**config.mk**
```make
export PLATFORM = sky130hd
export DESIGN_NAME = generic_uncount_1
export DESIGN_NICKNAME = d
export VERILOG_FILES = /design/src/rtl/generic_uncount_1.sv
export SDC_FILE = /design/constraint.sdc
export NUM_CORES = 1
export LEC_CHECK = 0
export ABC_CLOCK_PERIOD_IN_PS = 2400
export CORE_MARGIN = 4
export CORE_UTILIZATION = 45
export DETAILED_ROUTE_END_ITERATION = 6
export PLACE_DENSITY = 0.68
export RECOVER_POWER = 50
export SYNTH_ARGS = -nofsm -noshare
export SYNTH_HDL_FRONTEND = slang
export SYNTH_SLANG_ARGS = --single-unit
```
**constraint.sdc**
```tcl
create_clock -name clk -period 2.4 [get_ports clk]
set_input_delay 0.72 -clock clk [delete_from_list [all_inputs] [get_ports clk]]
set_output_delay 0.72 -clock clk [all_outputs]
set_load 0.02 [all_outputs]
```
**src/rtl/generic_uncount_1.sv**
```systemverilog
// Count-to-thermometer expander with a 2-entry skid buffer on valid/ready handshakes.
// Optional per-word clamp flag output `sat` is enabled by defining GENERIC_UNCOUNT_SAT_EN.
module generic_uncount_1 #(
   parameter int WIDTH = 32,
   parameter int DEPTH = $clog2(WIDTH)
) (
   input  logic             clk,
   input  logic             rst,
   input  logic             in_valid,
   output logic             in_ready,
   input  logic [DEPTH-1:0] count_in,
   output logic             out_valid,
   input  logic             out_ready,
   output logic [WIDTH-1:0] d_out
`ifdef GENERIC_UNCOUNT_SAT_EN
   ,
   output logic             sat
`endif
);

   typedef enum logic [1:0] {
      EMPTY = 2'd0,
      ONE   = 2'd1,
      TWO   = 2'd2
   } buf_state_t;

   buf_state_t       state;
   logic [WIDTH-1:0] main_p0;
   logic [WIDTH-1:0] skid_p0;
   logic             acc;
   logic             drn;

   // Counts at or beyond WIDTH fill every bit, so non-power-of-2 widths clamp naturally.
   function automatic logic [WIDTH-1:0] expand(input logic [DEPTH-1:0] cnt);
      logic [WIDTH-1:0] res;
      res = '0;
      for (int i = 0; i < WIDTH; i++) begin
         res[i] = (i < int'(cnt));
      end
      return res;
   endfunction

`ifdef GENERIC_UNCOUNT_SAT_EN
   logic sat_main_p0;
   logic sat_skid_p0;

   function automatic logic is_sat(input logic [DEPTH-1:0] cnt);
      return int'(cnt) > WIDTH;
   endfunction

   assign sat = sat_main_p0;
`endif

   assign acc   = in_valid & in_ready;
   assign drn   = out_valid & out_ready;
   assign d_out = main_p0;

   always_ff @(posedge clk) begin
      if (!rst) begin
         state     <= EMPTY;
         in_ready  <= 1'b1;
         out_valid <= 1'b0;
         main_p0   <= '0;
         skid_p0   <= '0;
`ifdef GENERIC_UNCOUNT_SAT_EN
         sat_main_p0 <= 1'b0;
         sat_skid_p0 <= 1'b0;
`endif
      end else begin
         case (state)
            EMPTY: begin
               if (acc) begin
                  main_p0   <= expand(count_in);
`ifdef GENERIC_UNCOUNT_SAT_EN
                  sat_main_p0 <= is_sat(count_in);
`endif
                  out_valid <= 1'b1;
                  state     <= ONE;
               end
            end
            ONE: begin
               if (acc && !drn) begin
                  skid_p0  <= expand(count_in);
`ifdef GENERIC_UNCOUNT_SAT_EN
                  sat_skid_p0 <= is_sat(count_in);
`endif
                  in_ready <= 1'b0;
                  state    <= TWO;
               end else if (!acc && drn) begin
                  // main keeps its last word so d_out holds while idle
                  out_valid <= 1'b0;
                  state     <= EMPTY;
               end else if (acc && drn) begin
                  main_p0 <= expand(count_in);
`ifdef GENERIC_UNCOUNT_SAT_EN
                  sat_main_p0 <= is_sat(count_in);
`endif
               end
            end
            TWO: begin
               if (drn) begin
                  main_p0  <= skid_p0;
`ifdef GENERIC_UNCOUNT_SAT_EN
                  sat_main_p0 <= sat_skid_p0;
`endif
                  in_ready <= 1'b1;
                  state    <= ONE;
               end
            end
            default: begin
               state     <= EMPTY;
               in_ready  <= 1'b1;
               out_valid <= 1'b0;
            end
         endcase
      end
   end

endmodule

```
=== Yosys cells after proc, flatten, opt, wreduce, memory -nomap -nowiden ===
Cells that the tools add are included.

* Output and inout bits: 34
* Register bits after elaboration: 67
* Word-level logic and storage cells: 80
* Bits of input ports: 9

* Bitwise gates (word level): 4
* Reduce and logical (&&, ||, !) cells: 12
* Magnitude comparators: 31
* Mux-type cells: 18
* Equality and inequality tests: 10

{| class="wikitable"
|+ Operators with widths
! cell !! count
|-
| two-way mux 32 bit || 5
|-
| one-hot mux 32 bit (3 select lines) || 1
|-
| < comparator 5 bit, first input constant || 15
|-
| < comparator 4 x 5 -> 1 bit, first input constant || 8
|-
| < comparator 3 x 5 -> 1 bit, first input constant || 4
|-
| != test 2 bit, second input constant || 7
|-
| < comparator 1 x 5 -> 1 bit, first input constant || 2
|-
| < comparator 2 x 5 -> 1 bit, first input constant || 2
|-
| two-way mux 2 bit || 4
|-
| one-hot mux 1 bit (3 select lines) || 2
|-
| one-hot mux 2 bit (3 select lines) || 1
|-
| AND reduction 3 bit || 2
|-
| AND reduction 6 bit || 1
|-
| two-way mux 1 bit || 5
|-
| AND reduction 4 bit || 1
|-
| logical AND 1 bit || 3
|-
| != test 3 bit, second input constant || 1
|-
| nonzero test 3 bit || 1
|-
| AND 1 bit || 2
|-
| equality test 2 x 1 -> 1 bit, second input constant || 1
|-
| equality test 2 bit, second input constant || 1
|-
| zero test 1 bit || 2
|-
| zero test 2 bit || 1
|-
| NOT 1 bit || 2
|-
| AND reduction 2 bit || 1
|}

=== Logic depth before layout (Yosys ltp) ===
* Depth in word-level cells: 6
* Gate-level depth with buffers: 8
* Mapped depth without buffers: 7

=== Least setup slack after synthesis ===
OpenSTA, ideal clock, no wires.

* Path kind: input -> register
* Start point: input in_valid
* End point: register main_p0[22] (netlist: d_out[22])
* Buffers on the path: 1
* Data required time: 2.312 ns
* Arrival: 1.998 ns
* Cell stages on the path: 8
* Setup slack: 0.314 ns
* Setup time: 0.088 ns
* Cells stage by stage: nand2_1 -> inv_1 -> ha_1 -> nor2_1 -> and3_4 -> buf_4 -> nor3_1 -> a311oi_2

* Word-level cells in the longest chain between the ends: 5
* Elaborated cells between the ends (all ways): 10
* Those cells by class: 4 x eq/ne; 1 x bitwise; 5 x reduce/logical

{| class="wikitable"
|+ Ends and longest elaborated chain
! what !! line !! RTL
|-
| from (decl) || 9 || <nowiki>input logic in_valid,</nowiki>
|-
| AND 1 bit * || 54 || <nowiki>assign acc = in_valid & in_ready;</nowiki>
|-
| zero test 1 bit || 89 || <nowiki>end else if (!acc && drn) begin</nowiki>
|-
| logical AND 1 bit || 89 ||
|-
| != test 2 bit (no source line) || - ||
|-
| AND reduction 6 bit (no source line) * || - ||
|-
| to (signal assigned) || 73 || <nowiki>main_p0 <= expand(count_in);</nowiki>
|-
| to (signal assigned) || 94 || <nowiki>main_p0 <= expand(count_in);</nowiki>
|-
| to (signal assigned) || 102 || <nowiki>main_p0 <= skid_p0;</nowiki>
|-
| to (decl) || 28 || <nowiki>logic [WIDTH-1:0] main_p0;</nowiki>
|}

Every way passes the cells marked *; elsewhere a longest branch is shown, timed or not.
A chain may end at the register's enable or synchronous reset.

=== Final worst setup path ===
* Start point: input out_ready
* End point: register main_p0[28] (netlist: d_out[28])

* Word-level cells in the longest chain between the ends: 5
* Elaborated cells between the ends (all ways): 10
* Those cells by class: 4 x eq/ne; 1 x bitwise; 5 x reduce/logical

{| class="wikitable"
|+ Ends and longest elaborated chain
! what !! line !! RTL
|-
| from (decl) || 13 || <nowiki>input logic out_ready,</nowiki>
|-
| AND 1 bit * || 55 || <nowiki>assign drn = out_valid & out_ready;</nowiki>
|-
| zero test 1 bit || 82 || <nowiki>if (acc && !drn) begin</nowiki>
|-
| logical AND 1 bit || 82 ||
|-
| != test 2 bit (no source line) || - ||
|-
| AND reduction 6 bit (no source line) * || - ||
|}

Marked as above.

==> run metrics <==
most frequent cells in the layout=66 x dfxtp_1, 58 x nand2_1, 40 x buf_4, 32 x a21oi_1, 30 x dlygate4sd3_1; met2 Resource Use GR=31.8%; fraction of registers with async set/reset=0%; DR DRC count=0; crit path max fanout=25; total core area=6530 um^2; first-pass GRT wire length=13400 um; # diodes=0; CP Cell Sequence=clkdlybuf4s50_1 -> nand2_1 -> inv_1 -> ha_1 -> nor2_1 -> buf_4 -> nand3_4 -> nand2_4 -> a311oi_1; clk_lat worst skew=340 ps; Final #Nets=437; critical path startpoint=out_ready; max-slew violations=0; CP max stage cell=clkdlybuf4s50_1; Sink Count=66; Max Freq=0.460 GHz; Net Count, Synth=377; Die ar.=8270 um^2; I/O pins=43; Synth area leader=dfxtp_1; gate count of the mapped netlist=365; critical path type=input port to flop; Syn-to-layout area delta=28.8%; top cells by area, synth=dfxtp_1 43%, nand2_1 7.0%, a311oi_2 5.3%; first drt pass iteration count=4; EDFF count, synth=0; GRT Util Overall=19.7%; Syn Area/Cell=8.48 um^2; Via Count=2851; DR WL/cell=15.4 um; Leakage=1.50 nW; complex-gate fraction of the synthesized area=26.5%; Post-Synth Adder-Cell Area=1.21%; mux contribution to synthesized area=0.323%; Post-DRT Antenna Nets=0; share of layout cells above drive strength 1=19.1%; register area share after synthesis=42.7%; GR Util met1=26.1%; clk slew on worst S/H paths=60 ps; Worst EP arrival=2370 ps; post-synth top area share=42.7%; Buf+Inv Stages, Crit Path=3; DP HPWL=5430 um; final hold violations=0; post-route minimum period=2170 ps; fin crit share=90.6%; Final Wtd Congestion=0.819; H-tree Lvls=3; I/O Buffers=41; outcome=completed; commonest non-fill, non-tap cell in the layout=dfxtp_1; endpoints failing setup=0; vias per cell=5.62; Die Y=91.0 um; slowest cell delay on critical path=390 ps; FILL cells=592; Root Buffer=clkbuf_8; layer with the highest usage=met2; pwr dens=780 nW/um^2; Post-Synth XOR/XNOR Area=0%; Routed WL=7820 um; largest net degree at the start of global routing=31; Clock Skews=9.35 ps; Clock Path Buffers=2; critical path capture point type=flop; Hold Path Class=flop to flop; Worst Hold Launch=skid_p0[30]$_SDFFE_PN0P_; reg2reg start=out_valid$_SDFFE_PN0P_; post-synthesis cell area=3100 um^2; yosys warns=0; Top FF cell, synth=dfxtp_1; cell family with most CP delay=simple AND/OR/NAND/NOR gates; Die Wd=91.0 um; FF-to-FF setup slack=660 ps; VDD IR max=0.364 mV; vias in the first global route=2740; Initial Util=47.4%; row cnt=29; simple-gate share of the synthesized area=22.1%; CTS tree=yes; WHS=456 ps; initial antenna violation count=0; RSZ-0062 raised after global routing=no; largest family of logic cells by synthesized area=compound AO/OA/AOI/OAI gates; Distinct cells, synth=51; fin util=61.1%; PostCTS Resize Cnt=0; M3 GR Usage=4.63%; cts bufs inserted=9; CP Launch Type=input port; Power, Total=3.11 mW; Max Cap Viol=0; gr ovfl total=0; DR iter-0 viols=181; Data required, critical path=2600 ps; register bit total from synthesis=66; Hold Buf Count CTS=0; Post-CTS Setup Inserts=0
worst min-delay path, stage by stage (launching register included):
cell and delay, ps:
dfxtp_1 310, nand2_1 50, a21oi_1 50
path summary, 6_finish.rpt:
path | to | depth (start not counted)
worst max-delay path | d_out[28]$_SDFFE_PN0P_ | 9
worst min-delay path | skid_p0[30]$_SDFFE_PN0P_ | 2
worst max register to register | d_out[28]$_SDFFE_PN0P_ | 8
worst min register to register | skid_p0[30]$_SDFFE_PN0P_ | 2
Yosys cell counts, types with 3 or more instances:
cell	instances
o211ai_1	6
o21a_1	3
a311oi_2	11
and2_1	3
o21ai_0	10
a311oi_1	5
or2_2	3
nand2_1	58
nor4_1	3
clkbuf_1	17
ha_1	3
a211oi_1	13
nor3_1	20
buf_6	4
o22ai_1	9
nand3_1	20
dfxtp_1	66
buf_2	9
a21oi_1	32
nor2_1	23
o221ai_1	6
buf_4	6
layout make-up:
type	instances	area (um^2)	share of cell area, %
clock inverters	5	52.6	1.32
flip-flops and latches	66	1320	33.1
clock buffers	11	151	3.80
inverters	3	11.3	0.282
repair buffers	87	798	20.0
multi-input cells	258	1560	39.0
well taps	77	96.3	2.42
state kept, by name, indices dropped and copies added (netlist names):
signal     cells
d_out         31
skid_p0       31
in_ready       1
state          2
out_valid      1
stage by stage:
stage / setup TNS [ps] / cells / instance area, um^2 / setup WS (ps)
floorplan: 0 / 365 / 3100 / 314
global placement: -1620 / 491 / 3790 / -82.5
detailed placement: -3050 / 491 / 3790 / -145
CTS: 0 / 507 / 4000 / 216
global route: 0 / 507 / 3990 / 91.3
finish: 0 / 507 / 3990 / 225
routing by layer:
| metal | part of all wire (%) | up-vias |
|---|---|---|
| met5 | 0 | - |
| met4 | 1.1 | 0 |
| met3 | 4.8 | 9 |
| met2 | 48 | 76 |
| met1 | 46 | 1326 |
| li1 | - | 1440 |
logic make-up after synthesis:
logic type      count (synthesis)
compound gates                109
simple gates                  144
fa+ha+maj                       3
mux                             1
flops                          66
other cells                     1
buf+inv                        41
power by group:
part	total, mW	internal [mW]	switching [mW]
registers	1.29	1.22	0.0694
clock network	0.967	0.531	0.436
logic	0.851	0.377	0.474
(Power assumes the default switching activity.)
